`src/rtl/disp_value_fmt_pkg.sv`:
```
// Shared constants and state type for the display value formatter.
package disp_pkg;
  localparam int          DISP_DIGITS     = 4;
  localparam logic [15:0] DISP_DEC_MAX    = 16'd9999;
  localparam int          DISP_CONV_ITERS = 16;

  typedef enum logic {
    IDLE = 1'b0,
    CONV = 1'b1
  } disp_state_e;
endpackage

```
`src/rtl/disp_value_fmt_bcd_adj3.sv`:
```
// Double-dabble digit corrector: adds 3 to a BCD nibble of 5 or more.
module bcd_adj3 (
  input  logic [3:0] din,
  output logic [3:0] dout
);
  assign dout = (din >= 4'd5) ? din + 4'd3 : din;
endmodule

```
`src/rtl/disp_value_fmt.sv`:
```
// Formats a 16-bit value into four digit codes (hex, or decimal via double-dabble).
// The decimal path exists only when DISP_DEC_EN is defined; otherwise every write is hex.
module disp_value_fmt
  import disp_pkg::*;
#(
  parameter logic [3:0] OVF_DIGIT = 4'hE
) (
  input  logic        clk,
  input  logic        reset,
  input  logic        wr_en,
  input  logic [15:0] wr_data,
  input  logic        dec_mode,
  output logic        busy,
  output logic        done,
  output logic        overflow,
  output logic [3:0]  bcd0,
  output logic [3:0]  bcd1,
  output logic [3:0]  bcd2,
  output logic [3:0]  bcd3
);

  logic [15:0] digits_q, digits_d;
  logic        done_q, done_d;

`ifdef DISP_DEC_EN
  disp_state_e state_q, state_d;
  logic [15:0] bin_q, bin_d;
  logic [15:0] acc_q, acc_d;
  logic [3:0]  cnt_q, cnt_d;
  logic        ovf_q, ovf_d;
  logic [15:0] acc_adj;
  logic [31:0] shifted;

  for (genvar g = 0; g < DISP_DIGITS; g++) begin : g_adj
    bcd_adj3 u_adj (
      .din  (acc_q[4*g +: 4]),
      .dout (acc_adj[4*g +: 4])
    );
  end

  assign shifted = {acc_adj, bin_q} << 1;

  always_comb begin
    state_d  = state_q;
    bin_d    = bin_q;
    acc_d    = acc_q;
    cnt_d    = cnt_q;
    ovf_d    = ovf_q;
    digits_d = digits_q;
    done_d   = 1'b0;
    case (state_q)
      IDLE: begin
        if (wr_en) begin
          ovf_d = 1'b0;
          if (!dec_mode) begin
            digits_d = wr_data;
            done_d   = 1'b1;
          end else if (wr_data > DISP_DEC_MAX) begin
            digits_d = {DISP_DIGITS{OVF_DIGIT}};
            ovf_d    = 1'b1;
            done_d   = 1'b1;
          end else begin
            bin_d   = wr_data;
            acc_d   = '0;
            cnt_d   = '0;
            state_d = CONV;
          end
        end
      end
      CONV: begin
        acc_d = shifted[31:16];
        bin_d = shifted[15:0];
        cnt_d = cnt_q + 4'd1;
        // Last iteration publishes the shifted accumulator directly.
        if (cnt_q == 4'(DISP_CONV_ITERS - 1)) begin
          digits_d = shifted[31:16];
          done_d   = 1'b1;
          ovf_d    = 1'b0;
          state_d  = IDLE;
        end
      end
      default: state_d = IDLE;
    endcase
  end

  always_ff @(posedge clk or negedge reset) begin
    if (!reset) begin
      state_q <= IDLE;
      bin_q   <= '0;
      acc_q   <= '0;
      cnt_q   <= '0;
      ovf_q   <= 1'b0;
    end else begin
      state_q <= state_d;
      bin_q   <= bin_d;
      acc_q   <= acc_d;
      cnt_q   <= cnt_d;
      ovf_q   <= ovf_d;
    end
  end

  assign busy     = (state_q == CONV);
  assign overflow = ovf_q;
`else
  logic unused_dec_mode;

  assign unused_dec_mode = dec_mode;

  always_comb begin
    digits_d = digits_q;
    done_d   = 1'b0;
    if (wr_en) begin
      digits_d = wr_data;
      done_d   = 1'b1;
    end
  end

  assign busy     = 1'b0;
  assign overflow = 1'b0;
`endif

  always_ff @(posedge clk or negedge reset) begin
    if (!reset) begin
      digits_q <= '0;
      done_q   <= 1'b0;
    end else begin
      digits_q <= digits_d;
      done_q   <= done_d;
    end
  end

  assign done = done_q;
  assign bcd0 = digits_q[3:0];
  assign bcd1 = digits_q[7:4];
  assign bcd2 = digits_q[11:8];
  assign bcd3 = digits_q[15:12];

endmodule

```
`config.mk`:
```
export PLATFORM = sky130hd
export DESIGN_NAME = disp_value_fmt
export DESIGN_NICKNAME = d
export VERILOG_FILES = /design/src/rtl/disp_value_fmt_pkg.sv /design/src/rtl/disp_value_fmt_bcd_adj3.sv /design/src/rtl/disp_value_fmt.sv
export SDC_FILE = /design/constraint.sdc
export NUM_CORES = 1
export LEC_CHECK = 0
export BUFFER_PORTS_ARGS = -buffer_cell sky130_fd_sc_hd__buf_2
export CORE_MARGIN = 2
export CORE_UTILIZATION = 26
export CTS_CLUSTER_DIAMETER = 80
export CTS_CLUSTER_SIZE = 10
export DETAILED_ROUTE_END_ITERATION = 6
export MAX_ROUTING_LAYER = met4
export PLACE_DENSITY = 0.58
export SLEW_MARGIN = 20
export SYNTH_ARGS = -nofsm -noshare
export SYNTH_HDL_FRONTEND = slang
export SYNTH_HIERARCHICAL = 1
export SYNTH_SLANG_ARGS = --single-unit
```
`constraint.sdc`:
```
create_clock -name clk -period 2.1 [get_ports clk]
set_clock_uncertainty 0.05 [all_clocks]
set_input_delay 0 -clock clk [delete_from_list [all_inputs] [get_ports clk]]
set_output_delay 0 -clock clk [all_outputs]
set_load 0.005 [all_outputs]
```
==> results.md <==
- Critical path peak fanout: 2
- Worst Setup Start Kind: flip-flop
- Logic pwr share: 19.8%
- Routed wire length: 1.39 mm
- Area occupied by multi-input gates: 225 um2
- DRC: 0
- RePlAce Congestion: 0.620
- CP Buf/Inv Count: 1
- Largest family of logic cells by synthesized area: multiplexers
- Mapped Area: 693 um2
- Register bit count reported by yosys: 17
- Total iterations of the first detailed-routing run: 3
- Core footprint: 2500 um2
- Setup TNS: 0 ns
- Seq pwr share: 55.0%
- Sequential element share of the synthesized area: 61.4%
- Worst min path class: primary input to flip-flop
- Xor/xnor share of the synthesized area: 0%
- Clock power share: 25.2%
- First-pass GRT wire length: 2.30 mm
- FILL cells: 227
- Final Cell Area: 1060 um2
- Avg Synthesized Cell Area: 18.2 um2
- Nets: 112
- CTS tree: done
- Max Freq: 1.17 GHz
- Final setup viols: 0
- Top cell type's share of synthesized area: 61.4%
- CP max-delay cell: dfrtp_1
- Per-cell routed wire length: 11.5 um
- Top cells by area, synth: dfrtp_1 (61%), mux2_4 (22%), mux2_2 (9.7%), buf_12 (2.9%), buf_4 (2.2%)
- Layout cells sized above 1: 59.3%
- CP required: 2.05 ns
- Die width: 55.6 um
- Min Clock Period, post-route: 0.855 ns
- FF+latch area: 425 um2
- Die footprint: 3100 um2
- Largest net degree at the start of global routing: 18
- Initial drt markers: 3
- Antenna violations before repair: 0
- Period utilization: 40.7%
- Delay-heaviest family, CP: flip-flops
- Ant diodes: 0
- Vias: 475
- Post-CTS Setup Repair Bufs: 0
- Final hold violations: 0
- Status: finished, final reports clean
- Tot GR Track Use: 9.84%
- Total power: 0.682 mW
- Clk_lat worst skew: 0.28 ns
- Yosys synthesis warning count: 6
- Row count: 18
- Buffers on Ports: 35
- CP arrival: 0.81 ns
- Initial Utilization: 27.7%
- Maxcap violations: 0
- Area delta synth->final: 52.9%
- Clk buf depth: 2
- Post-route ant nets: 0
- Vias in the first global route: 502
- LEAKAGE: 0.535 nW
- Synth area leader: dfrtp_1
- CTS H-tree depth: 1
- Resize count post-CTS: 0
- Crit Path Class: flip-flop to output port
- Peak VDD IR: 0.337 mV
- Switching power: 0.159 mW
- Root Driver: clkbuf_4
- Gr ovfl total: 0
- Cell Pwr Density: 644 nW/um2
- Adder-Cell Fraction of Synth Area: 0%
- Pint: 0.524 mW
- Worst Setup End Kind: output port
- DP Area: 863 um2
- Clk sinks: 17
- Cts bufs inserted: 3
- Post-synthesis cell type count: 7
- Mapped Cells: 38
- Mux cell area share after synthesis: 31.4%
- Max Slew Vio Count: 0
- Total I/O pin count: 39
- Sw frac: 23.3%
- Die height: 55.6 um
- RSZ-0062 raised after global routing: no
- Slowest cell delay on critical path: 0.40 ns
- Worst-path cell chain: buf_2
- Detailed placement HPWL: 846 um
- Clock Pin Slew Worst Setup and Hold Paths: 0.10 ns
- Post-synthesis compound-gate area fraction: 0%
- Vias/cell: 3.93
- Simple-Gate Fraction of Synth Area: 0%
-- per-layer routing --
layer	global-route usage (%)	vias to the layer above	share of wire (%)
li1	-	230	-
met1	13.5	222	43
met2	14.6	23	51
met3	2.09	0	5.9
met4	3.14	0	0
met5	-	-	0
-- timing repair --
item	4_1_cts	5_1_grt
endpoints found under the setup margin	0	0
hold buffers	17	0
hold endpoints to repair	33	0
-- state kept, by name, indices dropped and copies added, names as in the netlist --
| name | cells |
|---|---|
| done | 1 |
| digits_q | 16 |
-- cell usage after synthesis (all sizes together) --
master and instances:
conb 1, mux2 16, buf 4, dfrtp 17
-- path summary, 6_finish.rpt --
path | from | end | slack (ns) | depth (start not counted)
max | digits_q[6]$_DFFE_PN0P_ | bcd1[2] | 1.24 | 1
max reg2reg | digits_q[7]$_DFFE_PN0P_ | digits_q[7]$_DFFE_PN0P_ | 1.28 | 1
min reg2reg | digits_q[14]$_DFFE_PN0P_ | digits_q[14]$_DFFE_PN0P_ | 0.46 | 1
min in group asynchronous | reset | done$_DFF_PN0_ | 0.10 | 2
min | wr_en | done$_DFF_PN0_ | 0.03 | 1
max in group asynchronous | reset | digits_q[9]$_DFFE_PN0P_ | 1.64 | 2
-- layout make-up --
class,instances,share of cell area (%)
flip-flops and latches,17,40.1
repair buffers,52,32.6
multi-input cells,18,21.3
well taps,30,3.54
clock buffers,4,2.48
-- layout by cell type, fill, tap and decap left out, drive strengths merged --
cell type    synthesis  layout
clkbuf               0       4
mux2                16      16
dfrtp               17      17
buf                  4      35
dlygate4sd3          0      17
conb                 1       2
-- through the flow --
step | hold WS [ns] | setup slack, ns | std cells | utilization, %
after floorplan | -0.346 | 1.30 | 39 | -
after global routing | 0.0341 | 1.20 | 121 | 42.4
final | 0.0258 | 1.24 | 121 | 42.4
after CTS | 0.0221 | 1.23 | 121 | 42.4
after detailed placement | -0.106 | 1.11 | 100 | 34.5
after global placement | -0.104 | 1.15 | 100 | 34.5
-- kinds of logic after synthesis --
family / after synthesis
buffers and inverters: 4
multiplexers: 16
flip-flops: 17
other: 1
-- power by group through the flow --
stage	logic (mW)	clock network, mW	registers (mW)
after global routing	0.147	0.196	0.378
after CTS	0.137	0.183	0.375
final	0.135	0.172	0.375
after detailed placement	0.113	0	0.380
after global placement	0.112	0	0.379
after floorplan	0.0589	0	0.384
(Power assumes the default switching activity.)
